===== config.mk =====
export PLATFORM = sky130hd
export DESIGN_NAME = serial_add_seq
export DESIGN_NICKNAME = d
export VERILOG_FILES = /design/src/rtl/serial_add_pkg.sv /design/src/rtl/fa_cell.sv /design/src/rtl/serial_add_seq.sv
export SDC_FILE = /design/constraint.sdc
export NUM_CORES = 1
export LEC_CHECK = 0
export CELL_PAD_IN_SITES_DETAIL_PLACEMENT = 1
export CELL_PAD_IN_SITES_GLOBAL_PLACEMENT = 1
export CORE_AREA = 4 4 58 54
export CTS_BUF_LIST = sky130_fd_sc_hd__clkbuf_4 sky130_fd_sc_hd__clkbuf_8
export DETAILED_ROUTE_END_ITERATION = 6
export DIE_AREA = 0 0 62 58
export PLACE_DENSITY = 0.76
export SLEW_MARGIN = 20
export SYNTH_ARGS = -nofsm -noshare
export SYNTH_HDL_FRONTEND = slang
export SYNTH_SLANG_ARGS = --single-unit

===== constraint.sdc =====
create_clock -name clk -period 1.6 [get_ports clk]
set_input_delay 0.16 -clock clk [delete_from_list [all_inputs] [get_ports clk]]
set_output_delay 0.16 -clock clk [all_outputs]
set_load 0.02 [all_outputs]

===== src/rtl/serial_add_pkg.sv =====
// Shared types and constants for the bit-serial add sequencer.
package serial_add_pkg;

    typedef enum logic [1:0] {
        S_IDLE = 2'd0,
        S_RUN  = 2'd1,
        S_DONE = 2'd2
    } sa_state_t;

    localparam int unsigned SA_DEFAULT_WIDTH = 4;

    // Bit-counter width: enough to hold WIDTH-1, never narrower than one bit.
    function automatic int unsigned sa_cnt_width(input int unsigned w);
        return (w > 1) ? $clog2(w) : 1;
    endfunction

endpackage


===== src/rtl/fa_cell.sv =====
// Combinational 1-bit full adder built from two half adders and an OR.
module fa_cell (
    input  logic a,
    input  logic b,
    input  logic cin,
    output logic sum_c,
    output logic carry_c
);

    logic ha0_s;
    logic ha0_c;
    logic ha1_c;

    always_comb begin
        ha0_s   = a ^ b;
        ha0_c   = a & b;
        sum_c   = ha0_s ^ cin;
        ha1_c   = ha0_s & cin;
        carry_c = ha0_c | ha1_c;
    end

endmodule


===== src/rtl/serial_add_seq.sv =====
// Bit-serial add sequencer: accepts an operand pair, adds LSB-first through
// one full-adder cell, and returns {cout,sum} over a valid/ready handshake.
module serial_add_seq
    import serial_add_pkg::*;
#(
    parameter int unsigned WIDTH = SA_DEFAULT_WIDTH
) (
    input  logic             clk,
    input  logic             rst,
    input  logic             in_valid,
    output logic             in_ready,
    input  logic [WIDTH-1:0] a,
    input  logic [WIDTH-1:0] b,
    input  logic             cin,
    output logic             out_valid,
    input  logic             out_ready,
    output logic [WIDTH-1:0] sum,
    output logic             cout,
    output logic             busy
);

    localparam int unsigned            CNT_W    = sa_cnt_width(WIDTH);
    localparam logic [CNT_W-1:0]       LAST_BIT = CNT_W'(WIDTH - 1);

    sa_state_t        state;
    logic [WIDTH-1:0] a_sh;
    logic [WIDTH-1:0] b_sh;
    logic             carry;
    logic [CNT_W-1:0] bitcnt;

    logic             fa_sum_c;
    logic             fa_carry_c;
    logic [WIDTH-1:0] sum_shift_c;
    logic [WIDTH-1:0] a_shift_c;
    logic [WIDTH-1:0] b_shift_c;

    fa_cell u_fa (
        .a       (a_sh[0]),
        .b       (b_sh[0]),
        .cin     (carry),
        .sum_c   (fa_sum_c),
        .carry_c (fa_carry_c)
    );

    // New sum bit enters at the MSB so bit 0 lands at the LSB after WIDTH shifts.
    always_comb begin
        sum_shift_c = (sum >> 1) | (WIDTH'(fa_sum_c) << (WIDTH - 1));
        a_shift_c   = a_sh >> 1;
        b_shift_c   = b_sh >> 1;
    end

    always_ff @(posedge clk or posedge rst) begin
        if (rst) begin
            state     <= S_IDLE;
            a_sh      <= '0;
            b_sh      <= '0;
            carry     <= 1'b0;
            bitcnt    <= '0;
            sum       <= '0;
            cout      <= 1'b0;
            out_valid <= 1'b0;
            busy      <= 1'b0;
            in_ready  <= 1'b1;
        end else begin
            unique case (state)
                S_IDLE: begin
                    if (in_valid) begin
                        a_sh     <= a;
                        b_sh     <= b;
                        carry    <= cin;
                        bitcnt   <= '0;
                        in_ready <= 1'b0;
                        busy     <= 1'b1;
                        state    <= S_RUN;
                    end
                end
                S_RUN: begin
                    sum   <= sum_shift_c;
                    a_sh  <= a_shift_c;
                    b_sh  <= b_shift_c;
                    carry <= fa_carry_c;
                    if (bitcnt == LAST_BIT) begin
                        cout      <= fa_carry_c;
                        out_valid <= 1'b1;
                        state     <= S_DONE;
                    end else begin
                        bitcnt <= bitcnt + CNT_W'(1);
                    end
                end
                S_DONE: begin
                    // Result held until taken; IDLE is entered before any new accept.
                    if (out_ready) begin
                        out_valid <= 1'b0;
                        busy      <= 1'b0;
                        in_ready  <= 1'b1;
                        state     <= S_IDLE;
                    end
                end
                default: begin
                    out_valid <= 1'b0;
                    busy      <= 1'b0;
                    in_ready  <= 1'b1;
                    state     <= S_IDLE;
                end
            endcase
        end
    end

endmodule


==> results of run 1 <==
-- cells in the final DEF (no fill, tap or decap) --
cell type and instances:
nor2_2 2, dlygate4sd2_1 1, a32oi_1 4, a22o_1 5
inv_1 5, a21oi_1 3, clkdlybuf4s50_1 19, dfrtp_1 20
nand2_1 16, dfstp_2 1, nand3b_1 3, o21ai_0 2
buf_12 1, mux2_4 1, and2b_2 1, fa_1 1
mux2_2 1, nor3_1 1, ha_1 1, nor2_1 9
o221a_2 3, nand2b_1 2, clkbuf_4 4, o21a_1 4
a21o_1 1, or2_1 1, buf_4 5
-- layout make-up --
class / count / area (um^2)
clock buffers: 4 / 30.03
fillers: 295 / 1226
inverters: 5 / 18.77
multi-input cells: 61 / 395.4
flip-flops and latches: 21 / 526.8
well taps: 28 / 35.03
repair buffers: 26 / 256.5
-- synthesized netlist by cell type --
library cell  instances
a21o_1                1
a21oi_1               3
a22o_1                5
a32oi_1               4
and2b_2               1
buf_2                 3
dfrtp_1              20
dfstp_2               1
fa_1                  1
ha_1                  1
inv_1                 5
mux2_2                1
mux2_4                1
nand2_1              16
nand2b_1              2
nand3b_1              3
nor2_1                9
nor2_2                2
nor3_1                1
o21a_1                4
o21ai_0               2
o221a_2               3
or2_1                 1
-- report_power, final --
| part | switching [W] | internal [W] |
|---|---|---|
| combinational | 0.000614 | 0.000661 |
| sequential | 0.000218 | 0.000792 |
| clock | 0.000160 | 0.000114 |
| total | 0.000992 | 0.00157 |
-- per-layer routing --
layer | vias to the layer above | track usage [%] | wire length [um]
li1 | 367 | - | -
met1 | 364 | 21.26 | 1043
met2 | 15 | 22.93 | 1030
met3 | 0 | 3.118 | 106
met4 | 0 | 1.818 | 0
met5 | - | 0 | 0
-- logic make-up after synthesis --
| group | count (synthesis) |
|---|---|
| AOI/OAI and AO/OA | 22 |
| adders and majority gates | 2 |
| buffers and inverters | 8 |
| DFF | 21 |
| muxes | 2 |
| and+or+nand+nor | 35 |
-- worst paths after layout --
path,end,slack [ns]
setup / recovery,out_valid,0.13
hold / removal,a_sh[3],0.14
setup reg to reg,cout,0.26
hold reg to reg,sum[0],0.50
max in group asynchronous,carry,1.05
min in group clk,a_sh[3],0.46
-- flip-flops by register name (all words and copies together), names as in the netlist --
| signal | count |
|---|---|
| a_sh | 4 |
| b_sh | 4 |
| bitcnt | 2 |
| busy | 1 |
| carry | 1 |
| cout | 1 |
| in_ready | 1 |
| out_valid | 1 |
| state | 2 |
| sum | 4 |
-- timing repair --
action,4_1_cts,5_1_grt
setup endpoints to repair,1,0
resized for setup,1,0
hold buffers,0,0
-- per-stage QoR --
step	setup WS [ns]	hold slack [ns]	area [um^2]
3_5_place_dp	0.2258	0.4732	1234
6_report	0.1306	0.1435	1262
2_1_floorplan	0.4077	0.1358	955.9
3_3_place_gp	0.2762	0.4593	1234
4_1_cts	0.1121	0.1508	1262
5_1_grt	0.06476	0.1744	1262
==> results.sh, run 1 <==
export IMPL_synth_area_leaders="dfrtp_1 (52%), nand2_1 (6.3%), a22o_1 (4.6%)"
export IMPL_crit_start="out_valid"
export IMPL_wirelength_um=2180
export IMPL_clk_pin_slew_ns=0.12
export IMPL_leakage_nw=0.5795
export IMPL_detail_route_antenna_nets=0
export IMPL_r2r_start="state[0]"
export IMPL_syn_avg_cell_area_um2=10.62
export IMPL_grt_pass1_wl_um=4015
export IMPL_numCtsBuffers=3
export IMPL_total_power_w=0.002558
export IMPL_slew_viol_final=0
export IMPL_gp_congestion=0.7161
export IMPL_cp_start_kind="flop"
export IMPL_crit_family="buffers and inverters"
export IMPL_chipHeight_um=58
export IMPL_maxCapViolations=0
export IMPL_path_buf_inv=1
export IMPL_netlist_instances=90
export IMPL_ioPinCount=21
export IMPL_fin_util_pct=50.73
export IMPL_setup_viol=0
export IMPL_r2r_cells=3
export IMPL_netlist_area_um2=955.9
export IMPL_num_antenna_cells=0
export IMPL_timing_fmax_mhz=680.6
export IMPL_grt_pass1_vias=847
export IMPL_ys_ff_latch=21
export IMPL_firstDrtPassIters=4
export IMPL_relSlewSlack_pct=71.45
export IMPL_crit_path_top_delay_cell="clkdlybuf4s50_1"
export IMPL_rsz0062_at_grt="no"
export IMPL_hold_class="in -> async"
export IMPL_hold_viol_final=0
export IMPL_post_cts_setup_buffers=0
export IMPL_fin_crit_ns=1.469
export IMPL_synth_xor_xnor_area_share_pct=0
export IMPL_drtIter0Drc=16
export IMPL_cts_tree="done"
export IMPL_synth_compound_area_share_pct=18.32
export IMPL_dp_cells=141
export IMPL_critPathMaxFanout=3
export IMPL_slowest_delay_ns=0.62
export IMPL_drc=0
export IMPL_finalClockSkew_ns=0.002741
export IMPL_antenna_found_initial=0
export IMPL_cp_arrival_ns=1.31
export IMPL_path_cells="clkdlybuf4s50_1"
export IMPL_core_um2=2489
export IMPL_cts_htree_levels=1
export IMPL_fp_row_count=17
export IMPL_synthAdderAreaFrac_pct=3.403
export IMPL_grt_max_degree=13
export IMPL_path_depth=1
export IMPL_via_per_inst=5.145
export IMPL_areaGrowthSynthToFinish_pct=32.07
export IMPL_routedWlPerCell_um=15.03
export IMPL_die_area_um2=3596
export IMPL_worst_slew_pin_slew_ns=0.4278
export IMPL_synth_simple_area_share_pct=16.88
export IMPL_critPathCaptureType="primary output"
export IMPL_muxShareOfSynthArea_pct=2.749
export IMPL_initial_core_util_pct=38.41
export IMPL_cts_root_buf="clkbuf_4"
export IMPL_fin_cells=145
export IMPL_cts_buffer_depth=2
export IMPL_ir_worst_vdd_mv=1.023
export IMPL_cp_required_ns=1.44
export IMPL_synth_top_family_by_area="compound AO/OA/AOI/OAI gates"
export IMPL_clock_sinks=21
export IMPL_overflow=0
export IMPL_syn_num_nets=105
export IMPL_power_per_cell_area_nw_per_um2=2026
export IMPL_yosysTopAreaCell="dfrtp_1"
export IMPL_seq_area_frac_synth_pct=55.10
export IMPL_crit_type="reg -> out"
export IMPL_synth_top_area_share_pct=52.36
export IMPL_nets=133
export IMPL_hpwl_um=1706
export IMPL_status="finished clean"
export IMPL_insertion_delay_ns=0.30
export IMPL_vias=746
export IMPL_die_w_um=62
export IMPL_ys_warn_count=0
export IMPL_drive_gt1_share_pct=16.24
export IMPL_ys_types=23
export IMPL_io_buffers=20
export IMPL_tns_ns=0
export IMPL_fin_crit_sh_pct=91.84
export IMPL_track_usage_pct=14.64
Note: power is estimated with default switching activity, not from simulation.
==> run 2: changes to the inputs <==
--- a/config.mk
+++ b/config.mk
@@ -6,11 +6,12 @@
 export NUM_CORES = 1
 export LEC_CHECK = 0
+export ABC_AREA = 1
 export CELL_PAD_IN_SITES_DETAIL_PLACEMENT = 1
 export CELL_PAD_IN_SITES_GLOBAL_PLACEMENT = 1
-export CORE_AREA = 4 4 58 54
+export CORE_AREA = 4 4 59 56
 export CTS_BUF_LIST = sky130_fd_sc_hd__clkbuf_4 sky130_fd_sc_hd__clkbuf_8
 export DETAILED_ROUTE_END_ITERATION = 6
-export DIE_AREA = 0 0 62 58
-export PLACE_DENSITY = 0.76
+export DIE_AREA = 0 0 63 60
+export PLACE_DENSITY = 0.78
 export SLEW_MARGIN = 20
 export SYNTH_ARGS = -nofsm -noshare
==> constraint.sdc (replaced) <==
create_clock -name clk -period 1.6 [get_ports clk]
set_input_delay 0.32 -clock clk [delete_from_list [all_inputs] [get_ports clk]]
set_output_delay 0.32 -clock clk [all_outputs]
set_load 0.02 [all_outputs]
==> results.sh, run 2 <==
export IMPL_tns_ns=0
export IMPL_drive_gt1_share_pct=8.276
export IMPL_leakage_nw=0.6991
export IMPL_synth_area_leaders="dfrtp_1 (51%), nand2_1 (24%), nand3_1 (5.1%)"
export IMPL_die_area_um2=3780
export IMPL_synth_flop_cell="dfrtp_1"
export IMPL_fin_crit_sh_pct=93.46
export IMPL_insertion_delay_ns=0.30
export IMPL_fin_crit_ns=1.495
export IMPL_seq_area_frac_synth_pct=53.29
export IMPL_areaGrowthSynthToFinish_pct=25.82
export IMPL_critPathCaptureType="primary output"
export IMPL_io_buffers=20
export IMPL_overflow=0
export IMPL_die_w_um=63
export IMPL_syn_num_nets=137
export IMPL_cp_start_kind="flop"
export IMPL_cts_htree_levels=1
export IMPL_clk_pin_slew_ns=0.11
export IMPL_setup_viol=0
export IMPL_fp_row_count=18
export IMPL_crit_path_top_delay_cell="dfstp_2"
export IMPL_core_um2=2680
export IMPL_timing_fmax_mhz=668.7
export IMPL_finalClockSkew_ns=0.001550
export IMPL_crit_type="reg -> out"
export IMPL_relSlewSlack_pct=70.74
export IMPL_ys_warn_count=0
export IMPL_gp_congestion=0.7257
export IMPL_path_buf_inv=1
export IMPL_syn_avg_cell_area_um2=8.102
export IMPL_drtIter0Drc=13
export IMPL_final_common_cell="nand2_1"
export IMPL_rsz0062_at_grt="no"
export IMPL_routedWlPerCell_um=12.93
export IMPL_ys_async_sr_fraction_pct=100.0
export IMPL_grt_pass1_wl_um=4195
export IMPL_grt_pass1_vias=983
export IMPL_final_cell_mix="nand2_1 (64), dfrtp_1 (20), clkdlybuf4s50_1 (12)"
export IMPL_firstDrtPassIters=4
export IMPL_cts_buffer_depth=2
export IMPL_drc=0
export IMPL_track_usage_pct=14.16
export IMPL_netlist_area_um2=988.4
export IMPL_wirelength_um=2263
export IMPL_critPathMaxFanout=2
export IMPL_nets=161
export IMPL_top_regs="a_sh (4), b_sh (4), sum (4)"
export IMPL_ys_ff_latch=21
export IMPL_status="finished clean"
export IMPL_power_per_cell_area_nw_per_um2=1918
export IMPL_synth_edf_count=0
export IMPL_ys_types=17
export IMPL_cp_arrival_ns=1.18
export IMPL_grt_max_degree=15
export IMPL_initial_core_util_pct=36.88
export IMPL_slowest_delay_ns=0.54
export IMPL_netlist_instances=122
export IMPL_num_antenna_cells=0
export IMPL_ir_worst_vdd_mv=0.7675
export IMPL_detail_route_antenna_nets=0
export IMPL_crit_family="flip-flops"
export IMPL_hold_viol_final=0
export IMPL_antenna_found_initial=0
export IMPL_path_cells="dlygate4sd2_1"
export IMPL_via_per_inst=4.914
export IMPL_worst_slew_pin_slew_ns=0.4389
export IMPL_cts_hold_buf=0
export IMPL_slew_viol_final=0
export IMPL_ioPinCount=21
export IMPL_cp_required_ns=1.28
export IMPL_cts_root_buf="clkbuf_4"
export IMPL_synth_top_area_share_pct=50.63
export IMPL_yosysTopAreaCell="dfrtp_1"
export IMPL_hold_class="in -> async"
export IMPL_maxCapViolations=0
export IMPL_post_synth_top_count_cell="nand2_1"
export IMPL_numCtsBuffers=3
export IMPL_cts_tree="done"
export IMPL_vias=860
export IMPL_yosys_top_cells_count="nand2_1 (64), dfrtp_1 (20), inv_1 (11)"
export IMPL_hold_ws_ns=0.2777
export IMPL_hpwl_um=1764
export IMPL_clock_sinks=21
export IMPL_chipHeight_um=60
run 2: cell count changes in the layout (fill, tap and decap cells not counted), moves of 3 or more:
cell | before | now
nor2_1 | 9 | 1
nand3_1 | 0 | 10
a21oi_1 | 3 | 0
a22o_1 | 5 | 0
o221a_2 | 3 | 0
o21a_1 | 4 | 0
dlygate4sd2_1 | 1 | 8
nand2_1 | 16 | 64
buf_4 | 5 | 1
inv_1 | 5 | 11
a32oi_1 | 4 | 0
clkdlybuf4s50_1 | 19 | 12
run 2: repair_timing:
action                                  CTS  global route
endpoints found under the hold margin     0             0
resized for setup                         8             0
endpoints found under the setup margin    8             0
setup buffers                             0             0
run 2: per-layer routing:
layer | vias to the layer above | GRT usage [%] | routed length (um)
met5 | - | 0 | 0
met4 | 0 | 4.403 | 24
met3 | 4 | 4.323 | 101
met2 | 15 | 26.17 | 1191
met1 | 424 | 15.78 | 945
li1 | 417 | - | -
run 2: final cells by class:
type,instances,area (um^2)
Inverter,13,48.80
Tap cell,30,37.54
Timing Repair Buffer,22,217.7
Sequential cell,21,526.8
Clock buffer,4,30.03
Multi-Input combinational cell,85,382.9
Fill cell,335,1436
run 2: report_power, final:
| part | total, W | leakage (nW) | internal, W | switching, W |
|---|---|---|---|---|
| logic | 0.00115 | 0.417 | 0.000416 | 0.000733 |
| clock network | 0.000276 | 0.0184 | 0.000114 | 0.000162 |
| registers | 0.000959 | 0.263 | 0.000779 | 0.000180 |
| total | 0.00238 | 0.699 | 0.00131 | 0.00108 |
run 2: path summary, 6_finish.rpt:
kind                              to  cells past startpoint  slack (ns)     start
max                         in_ready                      1        0.10  in_ready
min reg2reg                 in_ready                      2        0.47  in_ready
max in group asynchronous    a_sh[2]                      3        0.93       rst
min in group clk            in_ready                      2        0.47  in_ready
min                             busy                      2        0.28       rst
max reg2reg                bitcnt[0]                      6        0.28  state[0]
run 2: stage by stage:
stage	cells	utilization, %	cell area, um^2	setup WS, ns	total power [W]
after floorplan	122	-	988.4	0.4639	0.001816
after global placement	171	45.66	1224	0.1793	0.002152
after detailed placement	171	45.66	1224	0.1746	0.002221
after CTS	175	46.41	1244	0.08874	0.002437
after global routing	175	46.41	1244	0.04977	0.002664
final	175	46.41	1244	0.1046	0.002385
run 2: logic make-up after synthesis:
logic type	after synthesis	synth area share (%)
AOI/OAI and AO/OA	5	3.165
and+or+nand+nor	78	32.28
DFF	21	53.29
buffers and inverters	16	7.975
adders and majority gates	2	3.291
